File: src/rtl/ysyx_23060025_mem_stage_pkg.sv
// Shared bus widths, load/store and CSR encodings, and FSM state constants for the memory stage.
// Optional build macro MS_PERF_CNT_EN (see ysyx_23060025_mem_stage) adds performance counters.
package ysyx_23060025_mem_stage_pkg;

    localparam int ES_TO_MS_DATA_BUS    = 189;
    localparam int MS_TO_WB_DATA_BUS    = 151;
    localparam int MS_TO_DS_FORWARD_BUS = 87;

    localparam logic [2:0] LD_NONE = 3'd0;
    localparam logic [2:0] LD_LB   = 3'd1;
    localparam logic [2:0] LD_LH   = 3'd2;
    localparam logic [2:0] LD_LW   = 3'd3;
    localparam logic [2:0] LD_LBU  = 3'd4;
    localparam logic [2:0] LD_LHU  = 3'd5;

    localparam logic [1:0] ST_NONE = 2'd0;
    localparam logic [1:0] ST_SB   = 2'd1;
    localparam logic [1:0] ST_SH   = 2'd2;
    localparam logic [1:0] ST_SW   = 2'd3;

    localparam logic [2:0] CSR_CSRRW = 3'd1;
    localparam logic [2:0] CSR_CSRRS = 3'd2;
    localparam logic [2:0] CSR_ECALL = 3'd3;

    localparam logic [1:0] MS_IDLE = 2'd0;
    localparam logic [1:0] MS_REQ  = 2'd1;
    localparam logic [1:0] MS_WAIT = 2'd2;

    typedef struct packed {
        logic [31:0] pc;
        logic        wd;
        logic [4:0]  wreg;
        logic [31:0] alu_result;
        logic        mem_en;
        logic [31:0] reg2;
        logic [2:0]  load_type;
        logic [1:0]  store_type;
        logic [31:0] csr_wdata;
        logic [2:0]  csr_flag;
        logic [11:0] csr_waddr;
        logic [31:0] csr_mcause;
        logic        ebreak;
        logic        fencei;
    } es_bus_t;

    // Encodings 6 and 7 are reserved and behave like "no load".
    function automatic logic valid_load(input logic [2:0] load_type);
        return (load_type >= LD_LB) && (load_type <= LD_LHU);
    endfunction

endpackage

File: src/rtl/ysyx_23060025_load_ext.sv
// Combinational lane select and sign/zero extension of an aligned load word.
module ysyx_23060025_load_ext
    import ysyx_23060025_mem_stage_pkg::*;
(
    input  logic [2:0]  load_type,
    input  logic [1:0]  offset,
    input  logic [31:0] rdata,
    output logic [31:0] result
);

    logic [7:0]  byte_lane;
    logic [15:0] half_lane;

    assign byte_lane = 8'(rdata >> {offset, 3'b000});
    assign half_lane = offset[1] ? rdata[31:16] : rdata[15:0];

    always_comb begin
        // NOTE: default assignment first so no path through the case leaves result unassigned (no latch).
        result = rdata;
        case (load_type)
            LD_LB:   result = {{24{byte_lane[7]}}, byte_lane};
            LD_LH:   result = {{16{half_lane[15]}}, half_lane};
            LD_LBU:  result = {24'd0, byte_lane};
            LD_LHU:  result = {16'd0, half_lane};
            default: result = rdata;
        endcase
    end

endmodule

File: src/rtl/ysyx_23060025_mem_stage.sv
// Memory-access pipeline stage: latches the execute bus, runs one load/store on a req/gnt/rvalid port.
// Build macro MS_PERF_CNT_EN adds load/store/wait performance counter outputs.
module ysyx_23060025_mem_stage
    import ysyx_23060025_mem_stage_pkg::*;
(
    input  logic                            clock,
    input  logic                            reset,
    input  logic [ES_TO_MS_DATA_BUS-1:0]    es_to_ms_bus,
    input  logic                            es_to_lsu_valid_i,
    output logic                            lsu_allowin_o,
    output logic [MS_TO_WB_DATA_BUS-1:0]    ms_to_wb_bus,
    output logic                            ms_to_wb_valid_o,
    input  logic                            wb_allowin_i,
    output logic [MS_TO_DS_FORWARD_BUS-1:0] ms_to_ds_forward_bus,
    input  logic                            fencei_flush_sign_i,
    input  logic                            fencei_flush_valid_i,
    output logic                            data_req_o,
    output logic                            data_we_o,
    output logic [31:0]                     data_addr_o,
    output logic [3:0]                      data_wstrb_o,
    output logic [31:0]                     data_wdata_o,
    input  logic                            data_gnt_i,
    input  logic                            data_rvalid_i,
    input  logic [31:0]                     data_rdata_i
`ifdef MS_PERF_CNT_EN
    ,
    output logic [31:0]                     perf_load_cnt_o,
    output logic [31:0]                     perf_store_cnt_o,
    output logic [31:0]                     perf_wait_cnt_o
`endif
);

    es_bus_t     in_bus, ms_bus;
    logic        ms_valid, done, orphan;
    logic [1:0]  state;
    logic [31:0] rdata_hold, load_result, final_result;
    logic        flush, is_load, is_store, mem_op, ready_go;
    logic        capture, in_is_mem, rsp_keep, leaving, csr_fwd;

    assign in_bus    = es_to_ms_bus;
    assign flush     = fencei_flush_sign_i & fencei_flush_valid_i;
    assign is_load   = ms_bus.mem_en & valid_load(ms_bus.load_type);
    assign is_store  = ms_bus.mem_en & ~is_load & (ms_bus.store_type != ST_NONE);
    assign mem_op    = is_load | is_store;
    assign ready_go  = mem_op ? done : 1'b1;
    assign in_is_mem = in_bus.mem_en & (valid_load(in_bus.load_type) | (in_bus.store_type != ST_NONE));

    assign lsu_allowin_o    = ~orphan & (~ms_valid | (ready_go & wb_allowin_i));
    assign ms_to_wb_valid_o = ms_valid & ready_go & ~flush;
    assign capture          = es_to_lsu_valid_i & lsu_allowin_o;
    assign leaving          = ms_to_wb_valid_o & wb_allowin_i;
    // A response counts only if its instruction is still alive.
    assign rsp_keep         = (state == MS_WAIT) & data_rvalid_i & ~orphan & ~flush;

    always_ff @(posedge clock) begin
        // NOTE: sequential state uses non-blocking assignments so every register samples pre-edge values.
        if (reset) begin
            ms_bus   <= '0;
            ms_valid <= 1'b0;
        end else begin
            if (flush) begin
                ms_valid <= 1'b0;
            end else if (lsu_allowin_o) begin
                ms_valid <= es_to_lsu_valid_i;
            end
            if (capture) begin
                ms_bus <= in_bus;
            end
        end
    end

    always_ff @(posedge clock) begin
        // NOTE: the hold register is reset too, so the output buses read all-zero out of reset.
        if (reset) begin
            state      <= MS_IDLE;
            done       <= 1'b0;
            orphan     <= 1'b0;
            rdata_hold <= '0;
        end else begin
            case (state)
                MS_IDLE: if (capture & in_is_mem & ~flush) state <= MS_REQ;
                MS_REQ: begin
                    if (data_gnt_i) begin
                        state  <= MS_WAIT;
                        orphan <= flush;
                    end else if (flush) begin
                        state <= MS_IDLE;
                    end
                end
                MS_WAIT: begin
                    if (data_rvalid_i) begin
                        state  <= MS_IDLE;
                        orphan <= 1'b0;
                    end else if (flush) begin
                        orphan <= 1'b1;
                    end
                end
                default: state <= MS_IDLE;
            endcase
            if (rsp_keep) begin
                rdata_hold <= data_rdata_i;
            end
            if (rsp_keep) begin
                done <= 1'b1;
            end else if (leaving | flush) begin
                done <= 1'b0;
            end
        end
    end

    assign data_req_o  = (state == MS_REQ);
    assign data_we_o   = is_store;
    assign data_addr_o = ms_bus.alu_result;

    always_comb begin
        data_wstrb_o = 4'b0000;
        data_wdata_o = '0;
        if (is_store) begin
            case (ms_bus.store_type)
                ST_SB: begin
                    data_wstrb_o = 4'b0001 << ms_bus.alu_result[1:0];
                    data_wdata_o = {4{ms_bus.reg2[7:0]}};
                end
                ST_SH: begin
                    data_wstrb_o = 4'b0011 << {ms_bus.alu_result[1], 1'b0};
                    data_wdata_o = {2{ms_bus.reg2[15:0]}};
                end
                default: begin
                    data_wstrb_o = 4'b1111;
                    data_wdata_o = ms_bus.reg2;
                end
            endcase
        end
    end

    ysyx_23060025_load_ext u_load_ext (
        .load_type (ms_bus.load_type),
        .offset    (ms_bus.alu_result[1:0]),
        .rdata     (rdata_hold),
        .result    (load_result)
    );

    assign final_result = is_load ? load_result : ms_bus.alu_result;
    assign csr_fwd      = ms_valid & ((ms_bus.csr_flag == CSR_CSRRW) | (ms_bus.csr_flag == CSR_CSRRS) |
                                      (ms_bus.csr_flag == CSR_ECALL));

    assign ms_to_wb_bus = {ms_bus.pc, ms_bus.wd, ms_bus.wreg, final_result,
                           ms_bus.csr_wdata, ms_bus.csr_flag, ms_bus.csr_waddr,
                           ms_bus.csr_mcause, ms_bus.ebreak, ms_bus.fencei};

    assign ms_to_ds_forward_bus = {ms_valid & is_load & ~done,
                                   ms_bus.wd & (ms_bus.wreg != 5'd0) & ms_valid,
                                   ms_bus.wreg, final_result, csr_fwd,
                                   ms_bus.csr_waddr, ms_bus.csr_wdata, ms_bus.csr_flag};

`ifdef MS_PERF_CNT_EN
    always_ff @(posedge clock) begin
        if (reset) begin
            perf_load_cnt_o  <= '0;
            perf_store_cnt_o <= '0;
            perf_wait_cnt_o  <= '0;
        end else begin
            if (rsp_keep & is_load)  perf_load_cnt_o  <= perf_load_cnt_o + 32'd1;
            if (rsp_keep & is_store) perf_store_cnt_o <= perf_store_cnt_o + 32'd1;
            if ((state == MS_REQ) | (state == MS_WAIT)) perf_wait_cnt_o <= perf_wait_cnt_o + 32'd1;
        end
    end
`endif

endmodule

File: config.mk
export PLATFORM = sky130hd
export DESIGN_NAME = ysyx_23060025_mem_stage
export DESIGN_NICKNAME = d
export VERILOG_FILES = /design/src/rtl/ysyx_23060025_mem_stage_pkg.sv /design/src/rtl/ysyx_23060025_load_ext.sv /design/src/rtl/ysyx_23060025_mem_stage.sv
export SDC_FILE = /design/constraint.sdc
export NUM_CORES = 1
export LEC_CHECK = 0
export BUFFER_PORTS_ARGS = -buffer_cell sky130_fd_sc_hd__buf_2
export CAP_MARGIN = 30
export CORE_AREA = 2 2 211 213
export CTS_CLUSTER_SIZE = 8
export DETAILED_ROUTE_END_ITERATION = 10
export DIE_AREA = 0 0 213 215
export PLACE_DENSITY = 0.59
export SYNTH_ARGS = -nofsm -noshare
export SYNTH_HDL_FRONTEND = slang
export SYNTH_SLANG_ARGS = --single-unit
File: constraint.sdc
create_clock -name clock -period 3.35 [get_ports clock]
set_clock_uncertainty 0.05 [all_clocks]
set_input_delay 0.67 -clock clock [delete_from_list [all_inputs] [get_ports clock]]
set_output_delay 0.67 -clock clock [all_outputs]
set_load 0.02 [all_outputs]
## Word level (Yosys, flattened, before mapping)

Cells that the tools add are included.

- Register bits: 226
- Logic and storage cells: 104

- Magnitude comparators: 4
- Eq/ne operators: 16
- Shift operators: 3
- Mux-type cells: 19
- Bitwise operators: 32
- Reduce and logical (&&, ||, !) cells: 11

Operators by type and width:

| operator | count |
|---|---|
| 32-bit case mux with 4 select lines | 1 |
| 32-bit two-way mux | 2 |
| 32-bit case mux with 2 select lines | 1 |
| 32-bit by 5-bit right shift with 8-bit output | 1 |
| 1-bit bitwise AND | 21 |
| 16-bit two-way mux | 1 |
| 3-bit by 2-bit == test with 1-bit output, second input constant | 3 |
| 2-bit two-way mux | 4 |
| 4-bit case mux with 2 select lines | 1 |
| 2-bit nonzero test | 4 |
| 3-bit by 1-bit == test with 1-bit output, second input constant | 2 |
| 3-bit == test, second input constant | 2 |
| 3-bit by 1-bit >= comparator with 1-bit output, second input constant | 2 |
| 3-bit less-or-equal comparator, second input constant | 2 |
| 1-bit two-way mux | 6 |
| 1-bit OR | 6 |
| 2-bit case mux with 3 select lines | 1 |
| 3-bit AND reduction | 2 |
| 1-bit inverter | 5 |
| 5-bit nonzero test | 1 |
| 2-bit by 1-bit == test with 1-bit output, second input constant | 2 |
| 2-bit == test, second input constant | 2 |
| 4-bit two-way mux | 1 |
| 2-bit != test, second input constant | 2 |
| 9 further kinds | 10 |

## Depth between registers and ports, before layout

- Depth after elaboration: 16
- Mapped depth: 8
- Depth with buffers taken out: 7

## Cells and area by module

From an unflattened synthesis, not the netlist that was laid out.

- Cells, all modules: 1533
- Area, all modules: 11638.7 um2

Modules (own cells, without submodules):

| module | times used | cells an instance | area an instance (um2) |
|---|---|---|---|
| ysyx_23060025_mem_stage | 1 | 1389 | 10644.0 |
| ysyx_23060025_load_ext | 1 | 144 | 994.7 |

## Least setup slack after synthesis

No wires, ideal clock.

- Kind: register to output
- Start point: register ms_bus[85] in the netlist's numbering
- End point: output ms_to_wb_bus[81]
- Arrival: 2150 ps
- Path slack: 480 ps
- Cell stages (with the launch flop): 8
- Buffers on the path: 2
- Cells stage by stage: dfxtp_1 -> buf_2 -> nor2_2 -> nand2_1 -> a21oi_1 -> mux2i_1 -> o21ai_0 -> buf_4

- Cells in the longest elaborated chain, start to end: 4
- Elaborated cells between the ends (all ways): 10

Ends and longest elaborated chain:

| element | RTL line | source |
|---|---|---|
| start: declaration | ysyx_23060025_mem_stage.sv:33 | `es_bus_t in_bus, ms_bus;` |
| start signal: assignment | ysyx_23060025_mem_stage.sv:67 | `ms_bus <= in_bus;` |
| 3-bit by 1-bit >= comparator with 1-bit output or 3-bit less-or-equal comparator (tied branches) | ysyx_23060025_mem_stage_pkg.sv:48 | `return (load_type >= LD_LB) && (load_type <= LD_LHU);` |
| 1-bit logical AND | ysyx_23060025_mem_stage_pkg.sv:48 |  |
| 1-bit bitwise AND | ysyx_23060025_mem_stage.sv:42 | `assign is_load = ms_bus.mem_en & valid_load(ms_bus.load_type);` |
| 32-bit two-way mux * | ysyx_23060025_mem_stage.sv:143 | `assign final_result = is_load ? load_result : ms_bus.alu_result;` |
| end: declaration | ysyx_23060025_mem_stage.sv:11 | `output logic [MS_TO_WB_DATA_BUS-1:0] ms_to_wb_bus,` |

Every way passes the cells marked *; elsewhere a longest branch is shown, timed or not.

## Worst setup path after layout

- Start point: register ms_bus (netlist bit data_addr_o[1])
- End point: output ms_to_ds_forward_bus[69]

- Cells in the longest elaborated chain, start to end: 3
- Elaborated cells between the ends (all ways): 4

Ends and longest elaborated chain:

| element | RTL line | source |
|---|---|---|
| 32-bit by 5-bit right shift with 8-bit output or 16-bit two-way mux (tied branches) | ysyx_23060025_load_ext.sv:14, ysyx_23060025_load_ext.sv:15 |  |
| 32-bit case mux with 4 select lines * | ysyx_23060025_load_ext.sv:20 | `case (load_type)` |
| 32-bit two-way mux * | ysyx_23060025_mem_stage.sv:143 |  |
| end: declaration | ysyx_23060025_mem_stage.sv:14 | `output logic [MS_TO_DS_FORWARD_BUS-1:0] ms_to_ds_forward_bus,` |

Marks and branches as above.

==> impl_metrics.yaml <==
power:
  power_frac_comb_pct: 21.3
  intPower_mw: 5.31
  max-vdd-ir-drop_v: 0.000300
  p_clk_share_pct: 39.8
  total_leakage_power_nw: 6.47
  power_density_nw_per_um2: 556
  swShare_pct: 31.8
  p_sw_mw: 2.48
  power_frac_seq_pct: 38.9
placed_design:
  dp_hpwl_mm: 30.3
  io_buffers: 538
  routabilityCongestion: 0.915
  pre_cts_ws_ns: 0.406
  dpl-instance-area_sq_um: 13000
yosys:
  ys_types: 55
  synth_top_cell_area_share_pct: 39.4
  yosys_warnings: 0
  netlist_area_sq_um: 11500
  ys_seq_area_share_pct: 39.4
  synth_flop_cell: "dfxtp_1"
  syn-mean-instance-area_sq_um: 7.38
  synth.largest_area_cell: "dfxtp_1"
  ys_seq_elements: 226
  async_reset_ff_share_pct: 0
  syn_nets: 1791
  syn_inst: 1556
  synth-edff-count: 0
  synth_area_leaders: "dfxtp_1 39%, buf_4 16%, nand2_1 16%, a21oi_1 12%, nor2_1 2.1%"
floorplanning:
  core_sq_um: 43600
  die_w_um: 213
  start_util_pct: 26.3
  die_area_sq_um: 45800
  ioPinCount: 539
  die_h_um: 215
  row_count: 77
layout:
  fillCellCount: 4789
  nets: 2060
  fin_area_sq_um: 14000
  syn2layout_area_growth_pct: 22.1
  layout_commonest_cell: "buf_2"
  multiInputGateArea_sq_um: 4760
  final_cell_mix: "537 x buf_2, 483 x nand2_1, 274 x a21oi_1"
  ff_latch_area_sq_um: 4530
  drive_above_1_share_pct: 34.9
cts:
  insertion_delay_ns: 0.52
  cts_tree: "done"
  clkSinkCount: 226
  cts_buffers: 34
  clock_path_buffers: 3
  root_buffer: "clkbuf_16"
  ctsHoldBuffers: 0
  clk_pin_slew_worst_paths_ns: 0.06
  htreeDepth: 2
setup_path:
  required_ns: 2.63
  crit_arrival_ns: 2.53
  end_kind: "output pin"
  critPathLaunchType: "flop"
  path_max_fanout: 25
  worst-setup-path-type: "flop to output pin"
detailed_routing:
  route.antenna.remaining_nets: 0
  drc_errors: 0
  vias_per_cell: 4.56
  via_count: 11000
  drtPass1Iterations: 5
  drt_wl_total_mm: 41.0
  first_iter_violations: 552
  avgRoutedWirePerCell_um: 16.9
sta:
  final_max_slew_viol_count: 0
  slew_headroom_pct: 13.7
  period_share_pct: 97.0
  layout_min_cycle_time_ns: 3.25
  grt_setup_unrepaired: "false"
  finalSetupViolCount: 0
  hold-worst-slack_ns: 0.319
  max_freq_mhz: 308
  setup_ws_ns: 0.101
  hold_violations: 0
  worstMarginPinSlew_ns: 1.29
hold_path:
  hold_path.class: "input pin to flop"
global_route:
  grt_pass1_vias: 10700
  antenna_found_initial: 11
  grt_max_degree: 190
  grt_pass1_wl_mm: 61.1
  overflow: 0
  grt_usage_pct: 17.3
flow_run:
  maxCapViolations: 0
status:
  status: "finished, final reports clean"
-- area by class of cell --
| type | count | share of cell area, % |
|---|---|---|
| Inverter | 9 | 0.321 |
| Clock inverter | 1 | 0.0625 |
| Clock buffer | 40 | 6.45 |
| Multi-Input combinational cell | 984 | 34.0 |
| Tap cell | 592 | 5.29 |
| Sequential cell | 226 | 32.3 |
| Timing Repair Buffer | 570 | 21.5 |
| Antenna cell | 2 | 0.0357 |
-- sequential cells by signal (all words and copies together), names as in the netlist --
register	count
ms_to_wb_bus	67
ms_valid	1
rdata_hold	32
orphan	1
state	2
data_addr_o	32
ms_bus	38
ms_to_ds_forward_bus	52
done	1
-- per-layer routing --
layer	GRT usage, %	part of all wire [%]	up-vias
li1	-	-	5382
met1	21.6	42	5152
met2	27.2	46	406
met3	5.73	8.7	91
met4	7.11	2.9	16
met5	0	0.26	-
-- worst max-delay path, cell delays in order, from the launching register on --
cell	delay [ns]
dfxtp_2	0.47
buf_8	0.23
mux2i_1	0.13
a221oi_1	0.35
nor2_2	0.13
buf_4	0.21
a21oi_1	0.24
buf_2	0.22
-- synthesized netlist by cell type (7+ instances only) --
master    number
a211oi_1       9
and2_1        13
buf_2         26
nor2_1        65
nand3_1        8
nand2_1      483
o21ai_0       11
clkbuf_1      58
a31oi_1        7
buf_4        248
a22oi_1       16
a21oi_1      277
inv_1          9
dfxtp_1      226
nor2b_1       12
-- power groups by stage --
stage	clock [mW]	combinational (mW)	sequential, mW
after floorplan	0	1.35	3.03
after global placement	0	1.63	3.07
after detailed placement	0	1.65	3.08
after CTS	3.22	1.66	3.03
after global routing	3.31	1.81	3.05
final	3.10	1.66	3.03
-- stage by stage --
stage / total power [mW] / setup TNS (ns) / cells / util, %
2_1_floorplan: 4.38 / 0 / 1556 / -
3_3_place_gp: 4.71 / 0 / 2377 / 29.7
3_5_place_dp: 4.73 / 0 / 2377 / 29.7
4_1_cts: 7.91 / -1.38 / 2418 / 31.9
5_1_grt: 8.18 / 0 / 2424 / 32.1
6_report: 7.79 / 0 / 2424 / 32.1
-- repair_timing --
action                     CTS  global route
resized for setup            5            20
setup endpoints to repair   74            83
buffers inserted             0             4
pin swaps                    0             4
-- cells by family (layout without fill, tap and decap cells) --
family / count (synthesis) / in the layout / synth area share, %
compound gates: 362 / 362 / 17.7
xor+xnor: 2 / 2 / 0.153
fa+ha+maj: 6 / 6 / 0.654
buf+inv: 346 / 620 / 19.8
flops: 226 / 226 / 39.4
mux: 12 / 12 / 1.52
other cells: 0 / 2 / 0
simple gates: 602 / 602 / 20.8
-- worst paths after layout --
kind,from,endpoint,slack [ns],depth (start not counted)
hold reg to reg,ms_to_wb_bus[33]$_SDFFE_PP0N_,ms_to_wb_bus[33]$_SDFFE_PP0N_,0.40,2
hold / removal,es_to_ms_bus[120],data_addr_o[1]$_SDFFE_PP0N_,0.32,3
setup reg to reg,ms_bus[118]$_SDFFE_PP0N_,ms_to_ds_forward_bus[10]$_SDFFE_PP0N_,0.89,6
setup / recovery,data_addr_o[1]$_SDFFE_PP0N_,ms_to_ds_forward_bus[69],0.10,7
No activity file was read; power rests on OpenSTA's default activity.
